===== src/rtl/ula_arbiter_if.sv =====
// Request/response handshake bundle between the bus-side masters and the ULA arbiter.
// Two request channels share one registered response path.
interface ula_arbiter_if #(
  parameter int WIDTH = 4,
  parameter int SELW  = 2
);
  logic [1:0]       req_valid;
  logic [1:0]       req_ready;
  logic [WIDTH-1:0] req0_a;
  logic [WIDTH-1:0] req0_b;
  logic [SELW-1:0]  req0_sel;
  logic [WIDTH-1:0] req1_a;
  logic [WIDTH-1:0] req1_b;
  logic [SELW-1:0]  req1_sel;
  logic [1:0]       resp_valid;
  logic [1:0]       resp_ready;
  logic [WIDTH-1:0] resp_resul;
  logic             resp_flag;

  modport master (
    output req_valid, req0_a, req0_b, req0_sel, req1_a, req1_b, req1_sel, resp_ready,
    input  req_ready, resp_valid, resp_resul, resp_flag
  );

  modport slave (
    input  req_valid, req0_a, req0_b, req0_sel, req1_a, req1_b, req1_sel, resp_ready,
    output req_ready, resp_valid, resp_resul, resp_flag
  );
endinterface


===== src/rtl/ula_arbiter.sv =====
// Round-robin arbiter sharing one combinational ULA between two requesters.
// IDLE accepts one request, EXEC drives the ULA for a cycle, RESP holds the result until consumed.
module ula_arbiter #(
  parameter int WIDTH = 4,
  parameter int SELW  = 2
) (
  input  logic             clk,
  input  logic             rst,
  ula_arbiter_if.slave     bus,
  output logic [WIDTH-1:0] ula_a,
  output logic [WIDTH-1:0] ula_b,
  output logic [SELW-1:0]  ula_sel,
  input  logic [WIDTH-1:0] ula_resul,
  input  logic             ula_flag,
  output logic             busy,
  output logic             grant_id
);

  typedef enum logic [1:0] {
    IDLE = 2'd0,
    EXEC = 2'd1,
    RESP = 2'd2
  } state_t;

  state_t           state_r;
  state_t           state_next_s;
  logic             prio_r;
  logic             grant_r;
  logic             busy_r;
  logic             winner_s;
  logic             accept_s;
  logic             done_s;
  logic [WIDTH-1:0] a_r;
  logic [WIDTH-1:0] b_r;
  logic [SELW-1:0]  sel_r;
  logic [1:0]       resp_valid_r;
  logic [WIDTH-1:0] resul_r;
  logic             flag_r;

  // Arbitration, handshake decode and next-state selection
  always_comb begin
    state_next_s  = state_r;
    winner_s      = prio_r;
    accept_s      = 1'b0;
    done_s        = 1'b0;
    bus.req_ready = 2'b00;
    case (state_r)
      IDLE: begin
        if (bus.req_valid[prio_r]) begin
          winner_s = prio_r;
          accept_s = 1'b1;
        end else if (bus.req_valid[~prio_r]) begin
          winner_s = ~prio_r;
          accept_s = 1'b1;
        end else begin
          winner_s = prio_r;
          accept_s = 1'b0;
        end
        // Ready is withheld during reset so nothing looks accepted that will be dropped.
        if (accept_s && !rst) begin
          bus.req_ready = 2'b01 << winner_s;
        end else begin
          bus.req_ready = 2'b00;
        end
        if (accept_s) begin
          state_next_s = EXEC;
        end else begin
          state_next_s = IDLE;
        end
      end
      EXEC: begin
        state_next_s = RESP;
      end
      RESP: begin
        if (bus.resp_ready[grant_r]) begin
          done_s       = 1'b1;
          state_next_s = IDLE;
        end else begin
          state_next_s = RESP;
        end
      end
      default: begin
        state_next_s = IDLE;
      end
    endcase
  end

  // State, priority and busy tracking
  always_ff @(posedge clk) begin
    if (rst) begin
      state_r <= IDLE;
      prio_r  <= 1'b0;
      grant_r <= 1'b0;
      busy_r  <= 1'b0;
    end else begin
      state_r <= state_next_s;
      if (accept_s) begin
        grant_r <= winner_s;
        busy_r  <= 1'b1;
      end
      if (done_s) begin
        busy_r <= 1'b0;
        prio_r <= ~grant_r;
      end
    end
  end

  // Operand latch in the accept cycle; these regs feed the ULA directly
  always_ff @(posedge clk) begin
    if (rst) begin
      a_r   <= {WIDTH{1'b0}};
      b_r   <= {WIDTH{1'b0}};
      sel_r <= {SELW{1'b0}};
    end else if (accept_s) begin
      a_r   <= winner_s ? bus.req1_a   : bus.req0_a;
      b_r   <= winner_s ? bus.req1_b   : bus.req0_b;
      sel_r <= winner_s ? bus.req1_sel : bus.req0_sel;
    end
  end

  // Result capture at the end of EXEC and response valid handshake
  always_ff @(posedge clk) begin
    if (rst) begin
      resul_r      <= {WIDTH{1'b0}};
      flag_r       <= 1'b0;
      resp_valid_r <= 2'b00;
    end else begin
      if (state_r == EXEC) begin
        resul_r      <= ula_resul;
        flag_r       <= ula_flag;
        resp_valid_r <= 2'b01 << grant_r;
      end else if (done_s) begin
        resp_valid_r <= 2'b00;
      end
    end
  end

  assign ula_a          = a_r;
  assign ula_b          = b_r;
  assign ula_sel        = sel_r;
  assign busy           = busy_r;
  assign grant_id       = grant_r;
  assign bus.resp_valid = resp_valid_r;
  assign bus.resp_resul = resul_r;
  assign bus.resp_flag  = flag_r;

endmodule


===== src/flat_wrapper.sv =====
// flat-port wrapper written by rule: the top's interface ports become plain ports
module ula_arbiter_flat 
#(
  parameter int WIDTH = 4,
  parameter int SELW  = 2
)
  (clk, rst, ula_a, ula_b, ula_sel, ula_resul, ula_flag, busy, grant_id, bus_req_valid, bus_req0_a, bus_req0_b, bus_req0_sel, bus_req1_a, bus_req1_b, bus_req1_sel, bus_resp_ready, bus_req_ready, bus_resp_valid, bus_resp_resul, bus_resp_flag);
  ula_arbiter_if #(.WIDTH(WIDTH), .SELW(SELW)) bus_i ();
  input  logic clk;
  input  logic rst;
  output logic [WIDTH-1:0] ula_a;
  output logic [WIDTH-1:0] ula_b;
  output logic [SELW-1:0] ula_sel;
  input  logic [WIDTH-1:0] ula_resul;
  input  logic ula_flag;
  output logic busy;
  output logic grant_id;
  input wire logic [$bits(bus_i.req_valid)-1:0] bus_req_valid;
  input wire logic [$bits(bus_i.req0_a)-1:0] bus_req0_a;
  input wire logic [$bits(bus_i.req0_b)-1:0] bus_req0_b;
  input wire logic [$bits(bus_i.req0_sel)-1:0] bus_req0_sel;
  input wire logic [$bits(bus_i.req1_a)-1:0] bus_req1_a;
  input wire logic [$bits(bus_i.req1_b)-1:0] bus_req1_b;
  input wire logic [$bits(bus_i.req1_sel)-1:0] bus_req1_sel;
  input wire logic [$bits(bus_i.resp_ready)-1:0] bus_resp_ready;
  output wire logic [$bits(bus_i.req_ready)-1:0] bus_req_ready;
  output wire logic [$bits(bus_i.resp_valid)-1:0] bus_resp_valid;
  output wire logic [$bits(bus_i.resp_resul)-1:0] bus_resp_resul;
  output wire logic [$bits(bus_i.resp_flag)-1:0] bus_resp_flag;
  assign bus_i.req_valid = bus_req_valid;
  assign bus_i.req0_a = bus_req0_a;
  assign bus_i.req0_b = bus_req0_b;
  assign bus_i.req0_sel = bus_req0_sel;
  assign bus_i.req1_a = bus_req1_a;
  assign bus_i.req1_b = bus_req1_b;
  assign bus_i.req1_sel = bus_req1_sel;
  assign bus_i.resp_ready = bus_resp_ready;
  assign bus_req_ready = bus_i.req_ready;
  assign bus_resp_valid = bus_i.resp_valid;
  assign bus_resp_resul = bus_i.resp_resul;
  assign bus_resp_flag = bus_i.resp_flag;
  ula_arbiter #(.WIDTH(WIDTH), .SELW(SELW)) u_core (.clk(clk), .rst(rst), .bus(bus_i), .ula_a(ula_a), .ula_b(ula_b), .ula_sel(ula_sel), .ula_resul(ula_resul), .ula_flag(ula_flag), .busy(busy), .grant_id(grant_id));
endmodule

===== config.mk =====
export PLATFORM = sky130hd
export DESIGN_NAME = ula_arbiter_flat
export DESIGN_NICKNAME = d
export VERILOG_FILES = /design/src/rtl/ula_arbiter_if.sv /design/src/rtl/ula_arbiter.sv /design/src/flat_wrapper.sv
export SDC_FILE = /design/constraint.sdc
export NUM_CORES = 1
export LEC_CHECK = 0
export ABC_AREA = 1
export CAP_MARGIN = 20
export CORE_MARGIN = 2
export CORE_UTILIZATION = 40
export DETAILED_ROUTE_END_ITERATION = 6
export GPL_ROUTABILITY_DRIVEN = 1
export HOLD_SLACK_MARGIN = 0.05
export PLACE_DENSITY_LB_ADDON = 0.3
export RECOVER_POWER = 50
export SETUP_SLACK_MARGIN = 0.2
export SYNTH_ARGS = -nofsm -noshare
export SYNTH_HDL_FRONTEND = slang
export SYNTH_SLANG_ARGS = --single-unit

===== constraint.sdc =====
create_clock -name clk -period 1.5 [get_ports clk]
set_input_delay 0.225 -clock clk [delete_from_list [all_inputs] [get_ports clk]]
set_output_delay 0.225 -clock clk [all_outputs]
set_load 0.005 [all_outputs]

==> results.cfg <==
[status]
status = completed

[power]
p_leak_nw = 0.866
pwr-share-comb = 0.309
p_int_mw = 1.20
vdd_ir_drop_max_mv = 0.776
power.switching_uw = 469
powerDensity_nw_per_um2 = 928
power_mw = 1.67
power_frac_seq = 0.420
switching_share = 0.281
pwr-share-clk = 0.271

[synth]
synth-main-ff-cell = dfxtp_1
syn_area_um2 = 1120
synthCells = 156
ys_ff_latch = 22
syn_nets = 187
ys_seq_area_frac = 0.393
yosys_warnings = 0
ys_types = 22
synth_edf_count = 0
ys_async_sr_fraction = 0
syn_area_per_cell_um2 = 7.19

[clock_network]
clkTransAtPathRegs_ns = 0.13
clock_sinks = 22
cts_buffers = 3
htreeDepth = 1
hold_buffers = 0
clkLatencyLatePin_ns = 0.30
cts_tree = done
cts-root-buf = clkbuf_4
cts_buffer_depth = 2

[sta]
fmax_mhz = 682
relSlewSlack = 0.822
period_share = 0.978
min_period_ns = 1.47
final-hold-violation-count = 0
worstMarginPinSlew_ns = 0.266
rsz0062_at_grt = true
drv_slew = 0
fin_skew_ns = 0.00702
setup_tns_ns = 0
setup_viol = 0

[drt]
routed.top_layer = met4
ant_nets = 0
via_per_inst = 4.88
drt_iter0_markers = 28
wire_per_inst_um = 12.1
route.met2.wl_mm = 1.45
via_count = 1211
drt-met1-wl_mm = 1.26
wl_met3_um = 269
dr.pass1.iters = 4
drcViolationCount = 0
drt-total-wl_mm = 2.99

[finish]
syn_to_final_growth_pct = 60.5
drive_gt1_frac = 0.295
nNetsFinal = 249
layout_common_cells = nor2_1 (33), clkdlybuf4s50_1 (29), nand2_1 (20), dlygate4sd2_1 (20), dfxtp_2 (20)
diodes = 0
final_common_cell = nor2_1

[grt]
grt.overflow.total = 0
grt_pass1_wl_mm = 4.64
grt_start_max_net_pins = 24
grt_usage = 0.178
grt_pass1_vias = 1122
antenna_found_initial = 0

[floorplanning]
coreArea_um2 = 2710
die-area_um2 = 3240
die_x_um = 56.9
die_height_um = 56.9
io_pins = 52
start_util = 0.414
rows = 19

[setup_path]
crit_cells = 6
path_class = reg -> out
crit_fanout = 3
arrival_ns = 1.24
slowest_stage = dfxtp_4
worstPathRequired_ns = 1.27
crit_path_max_incr_delay_ns = 0.37
cp_top_family = flip-flops
cp_cell_sequence = nor2_4, inv_2, nor2_4, inv_2, nor3_2, buf_2
crit_path_end_kind = output pin
reg2reg_depth = 7
path_buf_inv = 3
start_kind = flop

[place]
portBuffers = 51
gp_congestion = 0.740
dpl.hpwl_mm = 2.05

[hold_path]
hold_class = reg -> reg
hold_depth = 2

[flow_run]
maxCapViolCount = 0
## logic make-up after synthesis
family / Yosys count / share of synthesized area
AOI/OAI and AO/OA: 32 / 0.177
and+or+nand+nor: 76 / 0.312
buffers and inverters: 26 / 0.117
DFF: 22 / 0.393
## stage by stage
stage	instance area, um^2	std cells	util	setup slack [ns]	hold WS (ns)
floorplan	1120	156	-	0.310	0.294
global placement	1680	238	0.620	-0.302	0.453
detailed placement	1680	238	0.620	-0.355	0.458
CTS	1760	246	0.651	0.0169	0.474
global route	1800	248	0.664	-0.0821	0.510
finish	1800	248	0.664	0.0334	0.472
## timing repair
| action | 4_1_cts | 5_1_grt |
|---|---|---|
| endpoints found under the setup margin | 27 | 13 |
| gates resized for setup | 50 | 3 |
| setup buffers | 4 | 0 |
| gates cloned | 0 | 2 |
| pin swaps | 2 | 2 |
## power groups by stage
stage / Sequential (mW) / Clock, mW / Combinational [mW]
after detailed placement: 0.708 / 0 / 0.512
final: 0.701 / 0.452 / 0.515
after floorplan: 0.710 / 0 / 0.246
after global routing: 0.710 / 0.494 / 0.565
after global placement: 0.705 / 0 / 0.499
after CTS: 0.702 / 0.467 / 0.496
## metal layers
metal | track usage | up-vias
li1 | - | 619
met1 | 0.212 | 535
met2 | 0.315 | 55
met3 | 0.0431 | 2
met4 | 0.0532 | 0
met5 | 0 | -
## worst paths after layout
check                                     from                           end  slack [ns]
setup / recovery  u_core.state_r[0]$_SDFF_PP0_              bus_req_ready[1]        0.03
hold reg to reg       u_core.busy$_SDFFE_PP0P_      u_core.busy$_SDFFE_PP0P_        0.47
setup reg to reg  u_core.state_r[0]$_SDFF_PP0_  u_core.ula_b[3]$_SDFFE_PP0P_        0.23
hold / removal        u_core.busy$_SDFFE_PP0P_      u_core.busy$_SDFFE_PP0P_        0.47
## flip-flops by register name, summed over array words and instances (netlist names)
| name | flops |
|---|---|
| u_core.prio_r | 1 |
| u_core.bus.resp_flag | 1 |
| u_core.bus.resp_valid | 2 |
| u_core.busy | 1 |
| u_core.ula_sel | 2 |
| u_core.state_r | 2 |
| u_core.ula_b | 4 |
| u_core.bus.resp_resul | 4 |
| u_core.ula_a | 4 |
| u_core.grant_id | 1 |
## synth_stat cells, types with 2 or more instances
library cell,n,area [um^2]
inv_2,3,11.3
buf_6,3,33.8
dfxtp_1,22,440
nor2_1,33,124
nor2_4,2,22.5
o21ai_0,6,30.0
a21oi_2,10,87.6
nand2_2,2,12.5
buf_4,3,22.5
nand3_1,11,55.1
inv_1,15,56.3
a21oi_1,3,15.0
o21ai_1,12,60.1
clkbuf_1,2,7.51
nand2_1,20,75.1
nor2_2,3,18.8
## worst reg2reg max path, stage by stage, from the launching register on
cell and delay (ns):
dfxtp_4 0.37, nor2_4 0.10, inv_2 0.06, nor2_4 0.12, buf_4 0.27, nand2_1 0.10
nor2_1 0.12, nor2_2 0.04
## layout make-up
class                           instances  area (um^2)
Sequential cell                        22          469
Inverter                               18         67.6
Clock inverter                          1         30.0
Tap cell                               31         38.8
Timing Repair Buffer                   63          582
Fill cell                             223          911
Multi-Input combinational cell        110          589
Clock buffer                            3         22.5
No activity file was read; power rests on OpenSTA's default activity.
